===== src/rtl/lsu_axi_pkg.sv =====
// Shared definitions for the AXI4 load/store unit: op codes, AXI field widths
// and constants, FSM state type and small op-decoding helpers.
package lsu_axi_pkg;

   localparam int unsigned LSU_OP_W = 4;

   localparam logic [LSU_OP_W-1:0] LSU_OP_LB  = 4'h0;
   localparam logic [LSU_OP_W-1:0] LSU_OP_LBU = 4'h1;
   localparam logic [LSU_OP_W-1:0] LSU_OP_LH  = 4'h2;
   localparam logic [LSU_OP_W-1:0] LSU_OP_LHU = 4'h3;
   localparam logic [LSU_OP_W-1:0] LSU_OP_LW  = 4'h4;
   localparam logic [LSU_OP_W-1:0] LSU_OP_SB  = 4'h8;
   localparam logic [LSU_OP_W-1:0] LSU_OP_SH  = 4'h9;
   localparam logic [LSU_OP_W-1:0] LSU_OP_SW  = 4'hA;

   localparam int unsigned AXI_LEN_W   = 8;
   localparam int unsigned AXI_SIZE_W  = 3;
   localparam int unsigned AXI_BURST_W = 2;
   localparam int unsigned AXI_RESP_W  = 2;

   localparam logic [AXI_BURST_W-1:0] AXI_BURST_INCR = 2'b01;
   localparam logic [AXI_RESP_W-1:0]  AXI_RESP_OKAY  = 2'b00;

   typedef enum logic [2:0] {
      ST_IDLE,
      ST_RD_ADDR,
      ST_RD_DATA,
      ST_WR_REQ,
      ST_WR_RESP,
      ST_RESP
   } lsu_state_e;

   // log2 of the access size in bytes: 0 = byte, 1 = half, 2 = word
   function automatic logic [1:0] op_size(input logic [LSU_OP_W-1:0] op);
      case (op)
         LSU_OP_LB, LSU_OP_LBU, LSU_OP_SB: op_size = 2'd0;
         LSU_OP_LH, LSU_OP_LHU, LSU_OP_SH: op_size = 2'd1;
         default:                          op_size = 2'd2;
      endcase
   endfunction

   function automatic logic op_is_store(input logic [LSU_OP_W-1:0] op);
      op_is_store = op[3];
   endfunction

   function automatic logic op_is_signed(input logic [LSU_OP_W-1:0] op);
      op_is_signed = (op == LSU_OP_LB) || (op == LSU_OP_LH);
   endfunction

   function automatic logic op_misaligned(input logic [LSU_OP_W-1:0] op,
                                          input logic [1:0]          addr_lo);
      case (op_size(op))
         2'd1:    op_misaligned = addr_lo[0];
         2'd2:    op_misaligned = (addr_lo != 2'b00);
         default: op_misaligned = 1'b0;
      endcase
   endfunction

endpackage


===== src/rtl/lsu_axi_lane_align.sv =====
// Byte-lane steering between the register file view and the AXI data bus:
// store strobes/data shifted into place, load data shifted down and extended.
module lsu_lane_align
   import lsu_axi_pkg::*;
#(
   parameter  int unsigned DATA_W = 64,
   parameter  int unsigned XLEN   = 32,
   localparam int unsigned STRB_W = DATA_W / 8,
   localparam int unsigned LANE_W = $clog2(STRB_W)
) (
   input  logic [LSU_OP_W-1:0] op_i,
   input  logic [LANE_W-1:0]   lane_i,
   input  logic [XLEN-1:0]     st_data_i,
   input  logic [DATA_W-1:0]   rdata_i,
   output logic [STRB_W-1:0]   wstrb_o,
   output logic [DATA_W-1:0]   wdata_o,
   output logic [XLEN-1:0]     ld_data_o
);

   logic [1:0]        size;
   logic [LANE_W+2:0] shamt;
   logic [STRB_W-1:0] strb_base;
   logic [31:0]       st_masked;
   logic [31:0]       rd_word;

   assign size  = op_size(op_i);
   assign shamt = {lane_i, 3'b000};

   always_comb begin
      strb_base = '0;
      st_masked = '0;
      case (size)
         2'd0: begin
            strb_base[0]   = 1'b1;
            st_masked[7:0] = st_data_i[7:0];
         end
         2'd1: begin
            strb_base[1:0]  = '1;
            st_masked[15:0] = st_data_i[15:0];
         end
         default: begin
            strb_base[3:0] = '1;
            st_masked      = st_data_i[31:0];
         end
      endcase
   end

   assign wstrb_o = strb_base << lane_i;
   assign wdata_o = DATA_W'(st_masked) << shamt;
   assign rd_word = 32'(rdata_i >> shamt);

   always_comb begin
      ld_data_o = '0;
      case (size)
         2'd0: ld_data_o = op_is_signed(op_i) ? {{(XLEN-8){rd_word[7]}}, rd_word[7:0]}
                                              : XLEN'(rd_word[7:0]);
         2'd1: ld_data_o = op_is_signed(op_i) ? {{(XLEN-16){rd_word[15]}}, rd_word[15:0]}
                                              : XLEN'(rd_word[15:0]);
         default: ld_data_o = XLEN'(rd_word);
      endcase
   end

endmodule


===== src/rtl/lsu_axi.sv =====
// Single-outstanding AXI4 load/store unit: one EXU request at a time, single-beat
// AXI transaction, registered response to the WBU with an error flag.
module lsu_axi
   import lsu_axi_pkg::*;
#(
   parameter int unsigned DATA_W = 64,
   parameter int unsigned XLEN   = 32,
   parameter int unsigned ID_W   = 4,
   parameter int unsigned AXI_ID = 0
) (
   input  logic                   clock,
   input  logic                   reset,
   input  logic                   req_valid,
   output logic                   req_ready,
   input  logic [LSU_OP_W-1:0]    req_op,
   input  logic [XLEN-1:0]        req_addr,
   input  logic [XLEN-1:0]        req_wdata,
   output logic                   resp_valid,
   input  logic                   resp_ready,
   output logic [XLEN-1:0]        resp_data,
   output logic                   resp_err,
   output logic                   awvalid,
   input  logic                   awready,
   output logic [XLEN-1:0]        awaddr,
   output logic [ID_W-1:0]        awid,
   output logic [AXI_LEN_W-1:0]   awlen,
   output logic [AXI_SIZE_W-1:0]  awsize,
   output logic [AXI_BURST_W-1:0] awburst,
   output logic                   wvalid,
   input  logic                   wready,
   output logic [DATA_W-1:0]      wdata,
   output logic [DATA_W/8-1:0]    wstrb,
   output logic                   wlast,
   input  logic                   bvalid,
   output logic                   bready,
   input  logic [AXI_RESP_W-1:0]  bresp,
   input  logic [ID_W-1:0]        bid,
   output logic                   arvalid,
   input  logic                   arready,
   output logic [XLEN-1:0]        araddr,
   output logic [ID_W-1:0]        arid,
   output logic [AXI_LEN_W-1:0]   arlen,
   output logic [AXI_SIZE_W-1:0]  arsize,
   output logic [AXI_BURST_W-1:0] arburst,
   input  logic                   rvalid,
   output logic                   rready,
   input  logic [DATA_W-1:0]      rdata,
   input  logic [AXI_RESP_W-1:0]  rresp,
   input  logic                   rlast,
   input  logic [ID_W-1:0]        rid
);

   localparam int unsigned LANE_W = $clog2(DATA_W / 8);

   lsu_state_e          state_q, state_d;
   logic [LSU_OP_W-1:0] op_q, op_d;
   logic [XLEN-1:0]     addr_q, addr_d;
   logic [XLEN-1:0]     st_data_q, st_data_d;
   logic                aw_done_q, aw_done_d;
   logic                w_done_q, w_done_d;
   logic [XLEN-1:0]     resp_data_q, resp_data_d;
   logic                resp_err_q, resp_err_d;
   logic [XLEN-1:0]     ld_data;
   logic                unused_inputs;

   assign unused_inputs = ^{bid, rid, rlast};

   lsu_lane_align #(.DATA_W(DATA_W), .XLEN(XLEN)) u_align (
      .op_i      (op_q),
      .lane_i    (addr_q[LANE_W-1:0]),
      .st_data_i (st_data_q),
      .rdata_i   (rdata),
      .wstrb_o   (wstrb),
      .wdata_o   (wdata),
      .ld_data_o (ld_data)
   );

   always_ff @(posedge clock) begin
      if (reset) begin
         state_q     <= ST_IDLE;
         op_q        <= '0;
         addr_q      <= '0;
         st_data_q   <= '0;
         aw_done_q   <= 1'b0;
         w_done_q    <= 1'b0;
         resp_data_q <= '0;
         resp_err_q  <= 1'b0;
      end else begin
         state_q     <= state_d;
         op_q        <= op_d;
         addr_q      <= addr_d;
         st_data_q   <= st_data_d;
         aw_done_q   <= aw_done_d;
         w_done_q    <= w_done_d;
         resp_data_q <= resp_data_d;
         resp_err_q  <= resp_err_d;
      end
   end

   always_comb begin
      state_d     = state_q;
      op_d        = op_q;
      addr_d      = addr_q;
      st_data_d   = st_data_q;
      aw_done_d   = aw_done_q;
      w_done_d    = w_done_q;
      resp_data_d = resp_data_q;
      resp_err_d  = resp_err_q;
      case (state_q)
         ST_IDLE: begin
            if (req_valid) begin
               op_d        = req_op;
               addr_d      = req_addr;
               st_data_d   = req_wdata;
               aw_done_d   = 1'b0;
               w_done_d    = 1'b0;
               resp_data_d = '0;
               resp_err_d  = 1'b0;
               if (op_misaligned(req_op, req_addr[1:0])) begin
                  resp_err_d = 1'b1;
                  state_d    = ST_RESP;
               end else if (op_is_store(req_op)) begin
                  state_d = ST_WR_REQ;
               end else begin
                  state_d = ST_RD_ADDR;
               end
            end
         end
         ST_RD_ADDR: begin
            if (arready) state_d = ST_RD_DATA;
         end
         ST_RD_DATA: begin
            if (rvalid) begin
               resp_err_d  = (rresp != AXI_RESP_OKAY);
               resp_data_d = (rresp != AXI_RESP_OKAY) ? '0 : ld_data;
               state_d     = ST_RESP;
            end
         end
         ST_WR_REQ: begin
            // AW and W complete independently; leave once both have handshaken
            if (awready) aw_done_d = 1'b1;
            if (wready)  w_done_d  = 1'b1;
            if ((aw_done_q || awready) && (w_done_q || wready)) state_d = ST_WR_RESP;
         end
         ST_WR_RESP: begin
            if (bvalid) begin
               resp_err_d = (bresp != AXI_RESP_OKAY);
               state_d    = ST_RESP;
            end
         end
         ST_RESP: begin
            if (resp_ready) state_d = ST_IDLE;
         end
         default: state_d = ST_IDLE;
      endcase
   end

   assign req_ready  = (state_q == ST_IDLE);
   assign resp_valid = (state_q == ST_RESP);
   assign resp_data  = resp_data_q;
   assign resp_err   = resp_err_q;

   assign awvalid = (state_q == ST_WR_REQ) && !aw_done_q;
   assign wvalid  = (state_q == ST_WR_REQ) && !w_done_q;
   assign bready  = (state_q == ST_WR_RESP);
   assign arvalid = (state_q == ST_RD_ADDR);
   assign rready  = (state_q == ST_RD_DATA);

   assign awaddr  = addr_q;
   assign araddr  = addr_q;
   assign awid    = ID_W'(AXI_ID);
   assign arid    = ID_W'(AXI_ID);
   assign awlen   = '0;
   assign arlen   = '0;
   assign awsize  = {1'b0, op_size(op_q)};
   assign arsize  = {1'b0, op_size(op_q)};
   assign awburst = AXI_BURST_INCR;
   assign arburst = AXI_BURST_INCR;
   assign wlast   = 1'b1;

endmodule


===== config.mk =====
export PLATFORM = sky130hd
export DESIGN_NAME = lsu_axi
export DESIGN_NICKNAME = d
export VERILOG_FILES = /design/src/rtl/lsu_axi_pkg.sv /design/src/rtl/lsu_axi_lane_align.sv /design/src/rtl/lsu_axi.sv
export SDC_FILE = /design/constraint.sdc
export NUM_CORES = 1
export LEC_CHECK = 0
export ABC_AREA = 1
export CAP_MARGIN = 10
export CORE_AREA = 2 2 141 143
export DETAILED_ROUTE_END_ITERATION = 6
export DIE_AREA = 0 0 143 145
export GPL_ROUTABILITY_DRIVEN = 1
export HOLD_SLACK_MARGIN = 0.08
export MAX_ROUTING_LAYER = met4
export PLACE_DENSITY = 0.82
export SKIP_LAST_GASP = 1
export SYNTH_ARGS = -nofsm -noshare
export SYNTH_HDL_FRONTEND = slang
export SYNTH_SLANG_ARGS = --single-unit

===== constraint.sdc =====
create_clock -name clock -period 1.88 [get_ports clock]
set_input_delay 0.188 -clock clock [delete_from_list [all_inputs] [get_ports clock]]
set_output_delay 0.188 -clock clock [all_outputs]
set_load 0.05 [all_outputs]

# Yosys cells after proc, flatten, opt, wreduce, memory -nomap -nowiden
# Cells that the tools add are included.
[totals] elab_cells=103 output_inout_bits=211 input_bits=154 regBits=106
[op_classes] shift=3 mux=37 n_eq_ne=26 reduce_logical=29
[op_table] operator="2-to-1 mux 32 bit" count=5
[op_table] operator="one-hot mux 32 bit (2 select lines)" count=2
[op_table] operator="left shift 32 x 6 -> 64 bit" count=1
[op_table] operator=">> shifter 64 x 6 -> 32 bit" count=1
[op_table] operator="2-to-1 mux 3 bit" count=7
[op_table] operator="one-hot mux 3 bit (6 select lines)" count=1
[op_table] operator="equality test 4 x 2 -> 1 bit (second input constant)" count=4
[op_table] operator="equality test 4 bit (second input constant)" count=4
[op_table] operator="2-to-1 mux 16 bit" count=1
[op_table] operator="!= test 2 bit (second input constant)" count=6
[op_table] operator="OR reduction 3 bit" count=4
[op_table] operator="2-to-1 mux 1 bit" count=10
[op_table] operator="nonzero test 2 bit" count=5
[op_table] operator="AND reduction 3 bit" count=3
[op_table] operator="equality test 4 x 1 -> 1 bit (second input constant)" count=2
[op_table] operator="zero test 4 bit" count=2
[op_table] operator="2-to-1 mux 2 bit" count=4
[op_table] operator="2-to-1 mux 8 bit" count=1
[op_table] operator="one-hot mux 2 bit (2 select lines)" count=2
[op_table] operator="left shift 4 x 3 -> 8 bit" count=1
[op_table] operator="equality test 3 x 2 -> 1 bit (second input constant)" count=2
[op_table] operator="equality test 3 bit (second input constant)" count=2
[op_table] operator="one-hot mux 1 bit (2 select lines)" count=3
[op_table] operator="AND reduction 6 bit" count=1
[op_table] operator="14 further kinds" count=21

# Logic depth before layout (Yosys ltp)
[depth] ltp_word=12 depth_mapped=12 depth_no_buf=10

# Modules after synthesis
# From an unflattened synthesis, not the netlist that was laid out.
[unflattened] hier_cells=1267 area_unflattened_um2=7450.9
[modules_own_cells] module="lsu_axi" instances=1 area_each_um2=4511.8 cells_each=598 seq_area_each_um2=2122.0
[modules_own_cells] module="lsu_lane_align" instances=1 area_each_um2=2939.1 cells_each=669 seq_area_each_um2=0.0

# Least setup slack after synthesis
# Ideal clock, no wire load.
[synth_path] path_kind="register to output" from="register addr_q[0] (netlist: araddr[0])" to="output wdata[40]" t_required_ps=1692 path_buffers=3 stages_incl_launch_ff=8 t_arrival_ps=2676 slack_ps=-984 cell_sequence="dfxtp_1 inv_2 buf_6 buf_6 buf_2 o21ai_1 inv_1 o21ai_0"
[synth_between] elab_chain_cells=1
[synth_rtl] element="from (decl)" line_no="lsu_axi.sv:57" rtl="logic [XLEN-1:0] addr_q, addr_d;"
[synth_rtl] element="from (signal assigned)" line_no="lsu_axi.sv:91" rtl="addr_q <= addr_d;"
[synth_rtl] element="left shift 32 x 6 -> 64 bit" line_no="lsu_axi_lane_align.sv:49" rtl="assign wdata_o = DATA_W'(st_masked) << shamt;"
[synth_rtl] element="to (decl)" line_no="lsu_axi.sv:31" rtl="output logic [DATA_W-1:0] wdata,"
# No other way between the ends.

# Worst setup path in the final report
[layout_path] from="register op_q[0]" to="output wdata[20]"
[layout_between] elab_chain_cells=7 word_cells_on_any_way=15 classes_between="eq/ne: 6; shift: 1; mux: 3; reduce/logical: 5"
[layout_rtl] element="from (decl)" line_no="lsu_axi.sv:56" rtl="logic [LSU_OP_W-1:0] op_q, op_d;"
[layout_rtl] element="from (signal assigned)" line_no="lsu_axi.sv:90" rtl="op_q <= op_d;"
[layout_rtl] element="equality test 4 x 2 -> 1 bit, or another cell as far along" line_no="lsu_axi_pkg.sv:35" rtl="case (op)"
[layout_rtl] element="OR reduction 3 bit" line_no="lsu_axi_pkg.sv:35"
[layout_rtl] element="one-hot mux 2 bit (2 select lines) (*)" line_no="lsu_axi_pkg.sv:35"
[layout_rtl] element="equality test 2 x 1 -> 1 bit / zero test 2 bit (equally long branches)" line_no="lsu_axi_lane_align.sv:32" rtl="case (size)"
[layout_rtl] element="OR reduction 2 bit (no source line)"
[layout_rtl] element="2-to-1 mux 16 bit" line_no="lsu_axi_lane_align.sv:32"
[layout_rtl] element="left shift 32 x 6 -> 64 bit (*)" line_no="lsu_axi_lane_align.sv:49"
# Every way passes the cells marked *; elsewhere a longest branch is shown, timed or not.

==> flow_summary.toml <==
[timing]
slew_violations = 0
finalSetupTns_ps = -10730
clock_skew_ps = 7.49
finalCritPeriodShare_pct = 114
fin_crit_ps = 2140
worst_pin_slew_ps = 576
hold_viol = 0
setup-violations-final = 62
slew_headroom_pct = 61.5
fin_ws_ps = -256
max_freq_mhz = 468
rsz0062_at_grt = "true"

[placed_design]
postPlaceCellArea_um2 = 12200
gp_congestion = 0.948
port_buffers = 324
hpwlAfterDp_um = 23200
pre_cts_ws_ps = -97.6

[clock_tree]
cts_tree = "done"
h-tree-depth = 3
clockBufferDepth = 2
numCtsBuffers = 9
clk-insertion-delay-late_ps = 350
path_clk_slew_ps = 80
cts.root.buffer_cell = "clkbuf_16"
cts.sinks = 106

[floorplan]
row_count = 51
dieArea_um2 = 20700
ios = 365
initial_core_util_pct = 38.3
die_h_um = 145
die_x_um = 143
coreArea_um2 = 19200

[critical_path]
crit_type = "register to output port"
critPathArrivalTime_ps = 1950
cp-start-kind = "register"
r2r_start = "araddr[0]"
path_buf_inv = 4
cp_max_fo = 7
cp_data_required_time_ps = 1690
endpoint_kind = "output port"
cp_top_family = "simple AND/OR/NAND/NOR gates"
startpoint = "op_q[0]"
crit_path_frequent_cell = "nand2_1"
critPathMaxStageDelay_ps = 340
crit_chain = "inv_2 -> o21ai_4 -> clkinv_4 -> buf_4 -> nor2_4 -> nand2_1 -> nand2_1 -> nand2_1 -> o21ai_2 -> and2_4 -> buf_12"
crit_slowest_cell = "dfxtp_2"

[cells_and_area]
final_layout_size_suffix_gt1_share_pct = 24.7
areaGrowthSynthToFinish_pct = 77.3
final_common_cell = "nand2_1"
nets = 1678
fin_area_um2 = 13000
layout_common_cells = "366 x nand2_1, 232 x clkdlybuf4s50_1, 111 x a21oi_1"

[routing]
via_count = 9298
firstDrtPassIters = 5
route.detailed.drc = 0
avgViaCountPerCell = 5.18
routedWlPerCell_um = 17.1
drt_iter0_markers = 704
drt-total-wl_um = 30700
ant_nets = 0

[min_path]
hp-class = "input port to register"
min_from = "reset"

[synthesis]
synth_fa_ha_area_share_pct = 0
synth-xor-area-share_pct = 0
syn_avg_cell_area_um2 = 6.07
synth_top_area_share_pct = 28.9
synthSimpleGateAreaFrac_pct = 34.0
synth_top_family_by_area = "simple AND/OR/NAND/NOR gates"
synth_area_um2 = 7350
synth_compound_area_share_pct = 20.0
synth_seq_area_share_pct = 28.9
synthMuxAreaShare_pct = 0
synth_cell_types = 35
yosys.area.top_type = "dfxtp_1"
synth_area_leaders = "dfxtp_1 29%, nand2_1 20%, a21oi_1 7.8%"
yosysWarnings = 0
ys_seq_elements = 106
synthCells = 1211

[pwr]
ir_worst_vdd_v = 0.000767
p_leak_uw = 0.00526
power_density_nw_per_um2 = 1430
power_uw = 18600

[global_route]
grt_start_max_net_pins = 64
grt_antenna_before_repair = 1
grt.overflow.total = 0
grt_pass1_vias = 8823
grt_pass1_wl_um = 46800
grt_usage_pct = 29.4

[flow_run]
cap_violations = 0

[outcome]
violations = "negative setup slack"
outcome = "finished with violations"
[repair_timing]
action	CTS	global route
setup endpoints to repair	69	100
gates resized for setup	75	45
hold buffers	0	0
pin swaps	23	19
gates cloned	1	0
buffers inserted	16	8
[final cells by class]
cell class              count  area [um2]
repair buffers            412        4870
diodes                      1        2.50
clock buffers              10         239
clock inverters             6        56.3
flip-flops and latches    106        2140
fillers                  1538        6170
inverters                  93         374
well taps                 265         332
multi-input cells         902        5020
[metrics by stage]
| stage | utilization, % | std cells | hold slack, ps |
|---|---|---|---|
| after floorplan | - | 1240 | 323 |
| after global placement | 63.3 | 1754 | 448 |
| after detailed placement | 63.3 | 1754 | 458 |
| after CTS | 66.8 | 1786 | 177 |
| after global routing | 67.9 | 1795 | 193 |
| final | 67.9 | 1795 | 184 |
[power by group]
group / total, uW / switching (uW) / internal, uW
registers: 3050 / 355 / 2700
logic: 13600 / 8540 / 5110
clock network: 1930 / 957 / 968
total: 18600 / 9850 / 8770
[per-layer routing]
layer  share of wire [%]  GRT usage, %
met5                   0             -
met2                  50          49.6
met1                  40          36.5
met4                 2.9          9.41
met3                 7.0          3.23
[state kept, by name, summed over array words and instances, names as in the netlist]
register,cells
state_q,3
araddr,32
op_q,4
st_data_q,32
w_done_q,1
aw_done_q,1
resp_err,1
resp_data,32
[Yosys cell counts, drive strengths merged]
| cell | number |
|---|---|
| dfxtp | 106 |
| a21oi | 125 |
| inv | 90 |
| o21a | 1 |
| o221ai | 8 |
| nor2 | 101 |
| clkinv | 3 |
| o22ai | 15 |
| nor3 | 6 |
| a22oi | 7 |
| nand3 | 97 |
| or2 | 1 |
| clkbuf | 28 |
| o211ai | 4 |
| buf | 112 |
| and2 | 6 |
| o21ai | 104 |
| conb | 2 |
| o21bai | 3 |
| nand2 | 392 |
[kinds of logic (layout without fill, tap and decap cells)]
logic type / count (synthesis) / in the layout
AO/OA/AOI/OAI: 267 / 267
buffers and inverters: 233 / 521
flip-flops: 106 / 106
other: 2 / 32
AND/OR/NAND/NOR: 603 / 604
[final timing paths]
path                   end  slack [ps]  cells past startpoint
max              wdata[20]        -260                     11
min              araddr[8]         180                      2
max reg2reg  resp_data[16]         100                     12
min reg2reg   resp_data[6]         470                      2
(Power assumes the default switching activity.)
